**src/rtl/rom_stream_rd_pkg.sv**
```systemverilog
// Shared types and constants for the ROM stream reader.
package rom_stream_pkg;

  typedef enum logic [1:0] {
    IDLE  = 2'd0,
    RUN   = 2'd1,
    DRAIN = 2'd2,
    DONE  = 2'd3
  } state_e;

  localparam int FIFO_DEPTH = 4;
  localparam int FIFO_CW    = $clog2(FIFO_DEPTH + 1);
  localparam int OCC_W      = FIFO_CW + 1;

endpackage

```
**src/rtl/rom_stream_rd_fifo_sync.sv**
```systemverilog
// Small synchronous FIFO with occupancy count; head word is presented on data_o.
module fifo_sync #(
  parameter  int WIDTH = 8,
  parameter  int DEPTH = 4,
  localparam int AW    = (DEPTH > 1) ? $clog2(DEPTH) : 1,
  localparam int CW    = $clog2(DEPTH + 1)
) (
  input  logic             clk_i,
  input  logic             rst_n_i,
  input  logic             push_i,
  input  logic [WIDTH-1:0] data_i,
  input  logic             pop_i,
  output logic [WIDTH-1:0] data_o,
  output logic [CW-1:0]    count_o,
  output logic             empty_o
);

  logic [WIDTH-1:0] mem_q [DEPTH];
  logic [WIDTH-1:0] mem_d [DEPTH];
  logic [AW-1:0]    wr_ptr_q, wr_ptr_d;
  logic [AW-1:0]    rd_ptr_q, rd_ptr_d;
  logic [CW-1:0]    count_q, count_d;
  logic             do_push_s, do_pop_s;

  function automatic logic [AW-1:0] ptr_inc(input logic [AW-1:0] p);
    return (p == AW'(DEPTH - 1)) ? {AW{1'b0}} : p + AW'(1);
  endfunction

  // Push may proceed when full only if the head leaves in the same cycle.
  always_comb begin
    do_pop_s  = pop_i && (count_q != CW'(0));
    do_push_s = push_i && ((count_q != CW'(DEPTH)) || do_pop_s);
    mem_d     = mem_q;
    wr_ptr_d  = wr_ptr_q;
    rd_ptr_d  = rd_ptr_q;
    count_d   = count_q;
    if (do_push_s) begin
      mem_d[wr_ptr_q] = data_i;
      wr_ptr_d        = ptr_inc(wr_ptr_q);
    end else begin
      wr_ptr_d = wr_ptr_q;
    end
    if (do_pop_s) begin
      rd_ptr_d = ptr_inc(rd_ptr_q);
    end else begin
      rd_ptr_d = rd_ptr_q;
    end
    case ({do_push_s, do_pop_s})
      2'b10:   count_d = count_q + CW'(1);
      2'b01:   count_d = count_q - CW'(1);
      default: count_d = count_q;
    endcase
  end

  // Storage, pointers and count.
  always_ff @(posedge clk_i or negedge rst_n_i) begin
    if (!rst_n_i) begin
      mem_q    <= '{default: {WIDTH{1'b0}}};
      wr_ptr_q <= {AW{1'b0}};
      rd_ptr_q <= {AW{1'b0}};
      count_q  <= {CW{1'b0}};
    end else begin
      mem_q    <= mem_d;
      wr_ptr_q <= wr_ptr_d;
      rd_ptr_q <= rd_ptr_d;
      count_q  <= count_d;
    end
  end

  assign data_o  = mem_q[rd_ptr_q];
  assign count_o = count_q;
  assign empty_o = (count_q == CW'(0));

endmodule

```
**src/rtl/rom_stream_rd.sv**
```systemverilog
// Burst read sequencer in front of a single-port ROM, streaming words out
// through a small FIFO so the consumer may stall without losing ROM data.
module rom_stream_rd
  import rom_stream_pkg::*;
#(
  parameter  int WIDTH   = 8,
  parameter  int DEPTH   = 8,
  parameter  int OUT_REG = 1,
  localparam int AW      = (DEPTH > 1) ? $clog2(DEPTH) : 1,
  localparam int LW      = $clog2(DEPTH + 1)
) (
  input  logic             clk_i,
  input  logic             rst_n_i,
  input  logic             start_i,
  input  logic [AW-1:0]    base_addr_i,
  input  logic [LW-1:0]    len_i,
  output logic             busy_o,
  output logic             done_o,
  output logic             rom_rd_en_o,
  output logic [AW-1:0]    rom_rd_addr_o,
  input  logic [WIDTH-1:0] rom_rd_data_i,
  output logic [WIDTH-1:0] out_data_o,
  output logic             out_valid_o,
  input  logic             out_ready_i
);

  state_e             state_q, state_d;
  logic [AW-1:0]      next_addr_q, next_addr_d;
  logic [AW-1:0]      last_addr_q, last_addr_d;
  logic [LW-1:0]      issue_left_q, issue_left_d;
  logic [LW-1:0]      out_left_q, out_left_d;
  logic [FIFO_CW-1:0] fifo_count_s;
  logic               fifo_empty_s;
  logic               pop_s, push_s, rd_en_s, inflight_s;
  logic [OCC_W-1:0]   occupancy_s;

  function automatic logic [AW-1:0] addr_inc(input logic [AW-1:0] a);
    return (a == AW'(DEPTH - 1)) ? {AW{1'b0}} : a + AW'(1);
  endfunction

  assign pop_s       = !fifo_empty_s && out_ready_i;
  // Slots committed after this cycle: buffered words plus reads still in the ROM.
  assign occupancy_s = {1'b0, fifo_count_s} + {{FIFO_CW{1'b0}}, inflight_s}
                     - {{FIFO_CW{1'b0}}, pop_s};

  // Next-state, read issue and burst bookkeeping.
  always_comb begin
    state_d      = state_q;
    next_addr_d  = next_addr_q;
    last_addr_d  = last_addr_q;
    issue_left_d = issue_left_q;
    out_left_d   = out_left_q;
    rd_en_s      = 1'b0;
    if (pop_s && (out_left_q != LW'(0))) begin
      out_left_d = out_left_q - LW'(1);
    end else begin
      out_left_d = out_left_q;
    end
    case (state_q)
      IDLE: begin
        if (start_i) begin
          if (len_i != LW'(0)) begin
            next_addr_d  = base_addr_i;
            issue_left_d = len_i;
            out_left_d   = len_i;
            state_d      = RUN;
          end else begin
            state_d = DONE;
          end
        end else begin
          state_d = IDLE;
        end
      end
      RUN: begin
        if ((issue_left_q != LW'(0)) && (occupancy_s < OCC_W'(FIFO_DEPTH))) begin
          rd_en_s      = 1'b1;
          last_addr_d  = next_addr_q;
          next_addr_d  = addr_inc(next_addr_q);
          issue_left_d = issue_left_q - LW'(1);
          if (issue_left_q == LW'(1)) begin
            state_d = DRAIN;
          end else begin
            state_d = RUN;
          end
        end else begin
          state_d = RUN;
        end
      end
      DRAIN: begin
        if (pop_s && (out_left_q == LW'(1))) begin
          state_d = DONE;
        end else begin
          state_d = DRAIN;
        end
      end
      DONE:    state_d = IDLE;
      default: state_d = IDLE;
    endcase
  end

  // Control state registers.
  always_ff @(posedge clk_i or negedge rst_n_i) begin
    if (!rst_n_i) begin
      state_q      <= IDLE;
      next_addr_q  <= {AW{1'b0}};
      last_addr_q  <= {AW{1'b0}};
      issue_left_q <= {LW{1'b0}};
      out_left_q   <= {LW{1'b0}};
    end else begin
      state_q      <= state_d;
      next_addr_q  <= next_addr_d;
      last_addr_q  <= last_addr_d;
      issue_left_q <= issue_left_d;
      out_left_q   <= out_left_d;
    end
  end

  if (OUT_REG != 0) begin : g_reg_rom
    logic inflight_q, inflight_d;
    assign inflight_d = rd_en_s;
    // Marks the cycle in which registered ROM data becomes valid.
    always_ff @(posedge clk_i or negedge rst_n_i) begin
      if (!rst_n_i) begin
        inflight_q <= 1'b0;
      end else begin
        inflight_q <= inflight_d;
      end
    end
    assign inflight_s = inflight_q;
    assign push_s     = inflight_q;
  end else begin : g_comb_rom
    assign inflight_s = 1'b0;
    assign push_s     = rd_en_s;
  end

  fifo_sync #(
    .WIDTH (WIDTH),
    .DEPTH (FIFO_DEPTH)
  ) u_fifo (
    .clk_i   (clk_i),
    .rst_n_i (rst_n_i),
    .push_i  (push_s),
    .data_i  (rom_rd_data_i),
    .pop_i   (pop_s),
    .data_o  (out_data_o),
    .count_o (fifo_count_s),
    .empty_o (fifo_empty_s)
  );

  assign busy_o        = (state_q != IDLE);
  assign done_o        = (state_q == DONE);
  assign rom_rd_en_o   = rd_en_s;
  assign rom_rd_addr_o = rd_en_s ? next_addr_q : last_addr_q;
  assign out_valid_o   = !fifo_empty_s;

endmodule

```
**config.mk**
```make
export PLATFORM = sky130hd
export DESIGN_NAME = rom_stream_rd
export DESIGN_NICKNAME = d
export VERILOG_FILES = /design/src/rtl/rom_stream_rd_pkg.sv /design/src/rtl/rom_stream_rd_fifo_sync.sv /design/src/rtl/rom_stream_rd.sv
export SDC_FILE = /design/constraint.sdc
export NUM_CORES = 1
export LEC_CHECK = 0
export BUFFER_PORTS_ARGS = -buffer_cell sky130_fd_sc_hd__buf_4
export CAP_MARGIN = 20
export CORE_ASPECT_RATIO = 2
export CORE_MARGIN = 10
export CORE_UTILIZATION = 45
export CTS_BUF_LIST = sky130_fd_sc_hd__clkbuf_16
export DETAILED_ROUTE_END_ITERATION = 7
export GPL_ROUTABILITY_DRIVEN = 0
export GPL_TIMING_DRIVEN = 0
export PLACE_DENSITY = 0.67
export SYNTH_ARGS = -nofsm -noshare
export SYNTH_HDL_FRONTEND = slang
export SYNTH_SLANG_ARGS = --single-unit
```
**constraint.sdc**
```tcl
create_clock -name clk_i -period 2.8 [get_ports clk_i]
set_clock_uncertainty 0.1 [all_clocks]
set_input_delay 0.28 -clock clk_i [delete_from_list [all_inputs] [get_ports clk_i]]
set_output_delay 0.28 -clock clk_i [all_outputs]
set_load 0.005 [all_outputs]
```
==> Word level (Yosys, flattened, before mapping) <==
Cells that the tools add are included.
{ "op_classes": {"muxes": 31, "n_eq_ne": 14, "n_bitwise": 2, "reduce_logical": 20, "magnitude_cmp": 4, "add_sub_neg": 9} }
{ "ops": {"columns": ["operator", "n"], "rows": [
  ["$bwmux W32", 1],
  ["$mux W4", 7],
  ["$mux W8", 3],
  ["$bmux W8 S2", 1],
  ["$demux W8 S2", 1],
  ["$mux W3", 5],
  ["$mux W2", 6],
  ["$pmux W3 S2", 2],
  ["$reduce_bool A4 Y1", 3],
  ["$eq A2 B2 Y1 const B", 5],
  ["$eq A4 B1 Y1 const B", 2],
  ["$pmux W2 S4", 1],
  ["$pmux W4 S2", 1],
  ["$sub A4 B1 Y4 const B", 2],
  ["$logic_and A1 B1 Y1", 7],
  ["$add A3 B1 Y3 const B", 2],
  ["$ge A3 B3 Y1 const B", 2],
  ["$ne A2 B2 Y1 const B", 3],
  ["$not A2 Y3", 2],
  ["$reduce_bool A2 Y1", 3],
  ["$add A2 B1 Y2 const B", 2],
  ["$add A3 B1 Y4", 1],
  ["$eq A2 B1 Y1 const B", 2],
  ["$lt A4 B3 Y1 const B", 1],
  ["other kinds (13)", 15]
]} }
{ "word_totals": {"out_inout_bits": 15, "elab_cells": 93, "reg_bits": 56, "inputBits": 19} }

==> Depth between registers and ports, before layout <==
{ "logic_depth": {"depth_word": 9, "ltp_mapped": 10, "ltp_nobuf": 9} }

==> By module <==
A second synthesis with hierarchy kept.
{ "unflattened": {"cells_unflattened": 235, "area_unflattened_um2": 3000.4} }
{ "modules_own_cells": {"columns": ["mod", "seq_area_each_um2", "cells_each", "instances", "area_per_inst_um2"], "rows": [
  ["fifo_sync", 975.9, 117, 1, 1819.2],
  ["rom_stream_rd", 425.4, 118, 1, 1181.1]
]} }

==> Worst setup path before layout <==
No wires, ideal clock.
{ "synth_path": {"path_kind": "flip-flop to output port", "from": "register u_fifo.count_q[1] (netlist: u_fifo.count_o[1])", "to": "output rom_rd_addr_o[0]", "stages_incl_launch_ff": 10, "path_slack_ns": -0.157, "path_buffers": 0, "required_ns": 2.420, "t_arrival_ns": 2.577, "cell_sequence": "dfrtp_1 o31ai_2 inv_1 ha_1 inv_1 ha_1 and3b_1 nor4_2 o21a_2 mux2_1"} }
{ "synth_via": {"elab_chain_len": 9, "elab_cells_between_ends": 10, "classes_between": "add/sub (2); order compare (1); mux (3); reduce/logical (4)"} }
{ "synth_rtl": {"columns": ["item", "line_no", "rtl"], "rows": [
  ["from (decl)", "rom_stream_rd_fifo_sync.sv:22", "logic [CW-1:0] count_q, count_d;"],
  ["from (signal assigned)", "rom_stream_rd_fifo_sync.sv:61", "count_q <= {CW{1'b0}};"],
  ["from (signal assigned)", "rom_stream_rd_fifo_sync.sv:66", "count_q <= count_d;"],
  ["branches (longest 3 deep; another with $add A3 B1 Y4)", null, null],
  ["$sub A4 B1 Y4 *", "rom_stream_rd.sv:44", "- {{FIFO_CW{1'b0}}, pop_s};"],
  ["$lt A4 B3 Y1 *", "rom_stream_rd.sv:75", "if ((issue_left_q != LW'(0)) && (occupancy_s < OCC_W'(FIFO_DEPTH))) begin"],
  ["$logic_and A1 B1 Y1 *", "rom_stream_rd.sv:75", null],
  ["$mux W1 *", "rom_stream_rd.sv:75", null],
  ["$mux W1 *", "rom_stream_rd.sv:59", "case (state_q)"],
  ["named net rom_rd_en_o", "rom_stream_rd.sv:19", "output logic rom_rd_en_o,"],
  ["$mux W3 *", "rom_stream_rd.sv:153", "assign rom_rd_addr_o = rd_en_s ? next_addr_q : last_addr_q;"],
  ["to (decl)", "rom_stream_rd.sv:20", "output logic [AW-1:0] rom_rd_addr_o,"]
]} }
Mark *: on every way through the listed nets, which the timed path passes.

==> Final worst setup path <==
{ "layout_path": {"from": "register u_fifo.count_q[2] (netlist: u_fifo.count_o[2])", "to": "output rom_rd_addr_o[0]"} }
{ "layout_via": {"elab_chain_len": 9, "elab_cells_between_ends": 10, "classes_between": "add/sub (2); order compare (1); mux (3); reduce/logical (4)"} }
{ "layout_rtl": {"columns": ["item", "line_no"], "rows": [
  ["branches (longest 3 deep; another with $add A3 B1 Y4)", null],
  ["$sub A4 B1 Y4 *", "rom_stream_rd.sv:44"],
  ["$lt A4 B3 Y1 *", "rom_stream_rd.sv:75"],
  ["$logic_and A1 B1 Y1 *", "rom_stream_rd.sv:75"],
  ["$mux W1 *", "rom_stream_rd.sv:75"],
  ["$mux W1 *", "rom_stream_rd.sv:59"],
  ["$mux W3 *", "rom_stream_rd.sv:153"]
]} }
Every way passes the cells marked *.

==> impl_metrics.csv <==
group,metric,value,unit
pwr,pwr-share-clk,16.2,%
drt,via_count,1978,
pwr,pwr-share-seq,30.9,%
clock_network,cts_root_buffer,"clkbuf_16",
logic_synthesis,yosysWarnings,0,
drt,via_per_inst,5.35,
logic_synthesis,syn_inst,229,
min_path,whs_path_depth,2,
clock_network,cts_max_level,2,
sta,setup_ws,-171,ps
setup_path,path_max_fanout,4,
pwr,sw_frac_of_total,33.7,%
place,portBuffers,33,
place,dp_hpwl,4.48,mm
global_routing,grt_max_degree,57,
setup_path,r2r_setup_slack,110,ps
global_routing,first_global_vias,2232,
setup_path,critical_path.endpoint_type,"output port",
floorplan,dieHeight,135,µm
pwr,finalPower,4.77,mW
sta,period_needed,2970,ps
pwr,p_per_area,1290,nW/µm²
global_routing,grt_use_total,12.7,%
global_routing,globalRouteOverflowTotal,0,
logic_synthesis,synth_area,2970,µm²
logic_synthesis,synth_flop_cell,"dfrtp_1",
sta,hold_ws,121,ps
floorplan,dieWidth,77.4,µm
drt,wl_met2,3.42,mm
drt,wl_met3,232,µm
logic_synthesis,synth.yosys.seq_area_share,47.2,%
job,drv_cap,0,
setup_path,critPathBufInv,3,
pwr,p_leak,1.70,nW
drt,drt_pass1_iterations,4,
min_path,min_path_type,"in -> reg",
clock_network,cts_made_buffers,5,
setup_path,slowest_stage,"dfrtp_2",
sta,min_period_over_period,106,%
clock_network,clock_path_buffers,2,
layout,final_nets,319,
clock_network,cts.sinks,56,
layout,area_growth,24.8,%
setup_path,crit_required,2420,ps
drt,top_layer_used,"met4",
sta,tightest_slew,699,ps
setup_path,crit_family,"compound AO/OA/AOI/OAI gates",
logic_synthesis,ys_seq_elements,56,
min_path,hold-path-endpoint,"u_fifo.mem_q[23]$_DFFE_PN0P_",
logic_synthesis,avgSynthCellArea,13.0,µm²
global_routing,antenna_found_initial,0,
outcome,violations,"setup timing",
floorplan,core-area,6360,µm²
outcome,status,"finished with violations",
pwr,p_sw,1.61,mW
floorplan,floorplan.initialDensity,46.6,%
drt,drtIter0Drc,84,
setup_path,arrival,2590,ps
setup_path,rr_endpoint,"next_addr_q[2]$_DFFE_PN0P_",
pwr,internal_power,3.16,mW
layout,diodes,0,
logic_synthesis,synth_edf_count,0,
pwr,combPwrFrac,52.8,%
sta,max_slew_margin,53.4,%
pwr,irDropWorstVdd,0.949,mV
sta,maxSlewViolCount,0,
sta,hold_violations,0,
setup_path,crit_type,"reg -> out",
setup_path,r2r-start,"u_fifo.count_o[0]$_DFFE_PN0P_",
drt,met1_length,2.25,mm
sta,rsz0062_at_grt,"true",
floorplan,rows,41,
sta,setup_viol_count_final,4,
layout,n_fill_cell,558,
logic_synthesis,async_flop_share,100,%
clock_network,clkTransAtPathRegs,70,ps
floorplan,dieArea,10400,µm²
drt,ant_nets,0,
setup_path,reg2reg_depth,11,
logic_synthesis,syn_nets,264,
floorplan,ioPinCount,34,
layout,drive_gt1_share,34.5,%
setup_path,start_kind,"flop",
logic_synthesis,ys_types,55,
setup_path,cpPeakStageDelay,420,ps
global_routing,grt_pass1_wl,10.8,mm
drt,wl_per_cell,16.4,µm
clock_network,cts_tree,"yes",
setup_path,crit_path_cell_trace,"o31ai_4 > inv_1 > ha_2 > inv_2 > ha_4 > and3b_2 > o211a_4 > o21a_4 > mux2_4 > buf_6",
drt,finalWirelength,6.08,mm
sta,max_freq,337,MHz
clock_network,clk_latency,290,ps
drt,drc,0,
min_path,hold_start,"rom_rd_data_i[7]",
## through the flow
| stage | setup WS [ps] | cell area (µm²) | setup TNS, ps | util, % | instances |
|---|---|---|---|---|---|
| final | -171 | 3700 | -616 | 58.2 | 370 |
| after global routing | -265 | 3700 | -995 | 58.2 | 370 |
| after CTS | -218 | 3650 | -799 | 57.4 | 364 |
| after detailed placement | -451 | 3340 | -2260 | 52.5 | 348 |
| after global placement | -406 | 3340 | -1800 | 52.5 | 348 |
| after floorplan | 10.9 | 2980 | 0 | - | 229 |
## placed cells by master, fill, tap and decap left out, types with 2 or more instances in the layout
master     count
dfrtp_1       53
buf_4         43
mux2_1        32
nand2_1       13
ha_1          13
inv_1         11
nor2_1         9
o21ai_0        9
mux4_2         8
mux2_4         6
xnor2_1        5
clkbuf_16      5
buf_6          5
inv_2          4
nand2_4        4
nand2b_1       3
a21oi_1        3
mux2i_1        3
o22ai_1        3
dfrtp_2        3
buf_2          2
nand3_1        2
nor3_1         2
o211ai_1       2
o2bb2ai_1      2
bufinv_16      2
## worst max path at each step
stage          cells after the start  slack, ps                     startpoint          endpoint
2_1_floorplan                      9         10  u_fifo.count_o[2]$_DFFE_PN0P_  rom_rd_addr_o[0]
6_report                          10       -170  u_fifo.count_o[2]$_DFFE_PN0P_  rom_rd_addr_o[0]
3_3_place_gp                      10       -410  u_fifo.count_o[2]$_DFFE_PN0P_  rom_rd_addr_o[0]
3_5_place_dp                      10       -450  u_fifo.count_o[2]$_DFFE_PN0P_  rom_rd_addr_o[0]
4_1_cts                           10       -220  u_fifo.count_o[1]$_DFFE_PN0P_  rom_rd_addr_o[0]
5_1_grt                           10       -270  u_fifo.count_o[0]$_DFFE_PN0P_  rom_rd_addr_o[1]
## timing repair
action                                  in CTS  in global routing
setup buffers                                8                  7
endpoints found under the hold margin       56                  0
pin swaps                                    4                  3
gates resized for setup                     15                  3
hold buffers                                 1                  0
endpoints found under the setup margin      14                  7
## power by group through the flow
stage | Sequential, mW | Clock, mW | Combinational (mW)
finish | 1.48 | 0.776 | 2.52
global placement | 1.49 | 0 | 2.11
global route | 1.53 | 0.835 | 2.81
detailed placement | 1.51 | 0 | 2.17
floorplan | 1.42 | 0 | 1.57
CTS | 1.49 | 0.800 | 2.45
## area by class of cell
class / count / area (µm²) / share of cell area, %
Buffer: 4 / 21.3 / 0.574
Tap cell: 86 / 108 / 2.91
Timing Repair Buffer: 48 / 382 / 10.3
Inverter: 15 / 56.3 / 1.52
Multi-Input combinational cell: 154 / 1550 / 41.8
Clock inverter: 2 / 60.1 / 1.62
Sequential cell: 56 / 1410 / 37.9
Clock buffer: 5 / 125 / 3.38
## per-layer routing
metal	GRT usage (%)	up-vias
li1	-	937
met1	12.6	982
met2	23.9	46
met3	3.13	13
met4	5.71	0
met5	0	-
## Yosys cell counts, types with 4 or more instances
| cell | n | area [µm²] |
|---|---|---|
| nand2_4 | 4 | 45.0 |
| nor2_1 | 9 | 33.8 |
| mux4_2 | 8 | 180 |
| ha_1 | 15 | 188 |
| xnor2_1 | 5 | 43.8 |
| dfrtp_1 | 56 | 1400 |
| o21ai_0 | 9 | 45.0 |
| inv_1 | 12 | 45.0 |
| nand2_1 | 13 | 48.8 |
| mux2_1 | 35 | 394 |
## kinds of logic (layout without fill, tap and decap cells)
logic type / Yosys count / count (layout) / synth area share, %
DFF: 56 / 56 / 47.2
xor gates and xnor gates: 6 / 6 / 1.77
AOI/OAI and AO/OA: 34 / 34 / 8.90
adders and majority gates: 16 / 16 / 7.00
buffers and inverters: 19 / 74 / 2.61
muxes: 50 / 50 / 22.3
and+or+nand+nor: 48 / 48 / 10.2
## sequential cells by signal, indices dropped and copies added, names as in the netlist
name / flops
state_q: 2
out_left_q: 4
u_fifo.rd_ptr_q: 2
u_fifo.wr_ptr_q: 2
next_addr_q: 3
g_reg_rom.inflight_q: 1
last_addr_q: 3
issue_left_q: 4
u_fifo.mem_q: 32
u_fifo.count_o: 3
(Power assumes the default switching activity.)
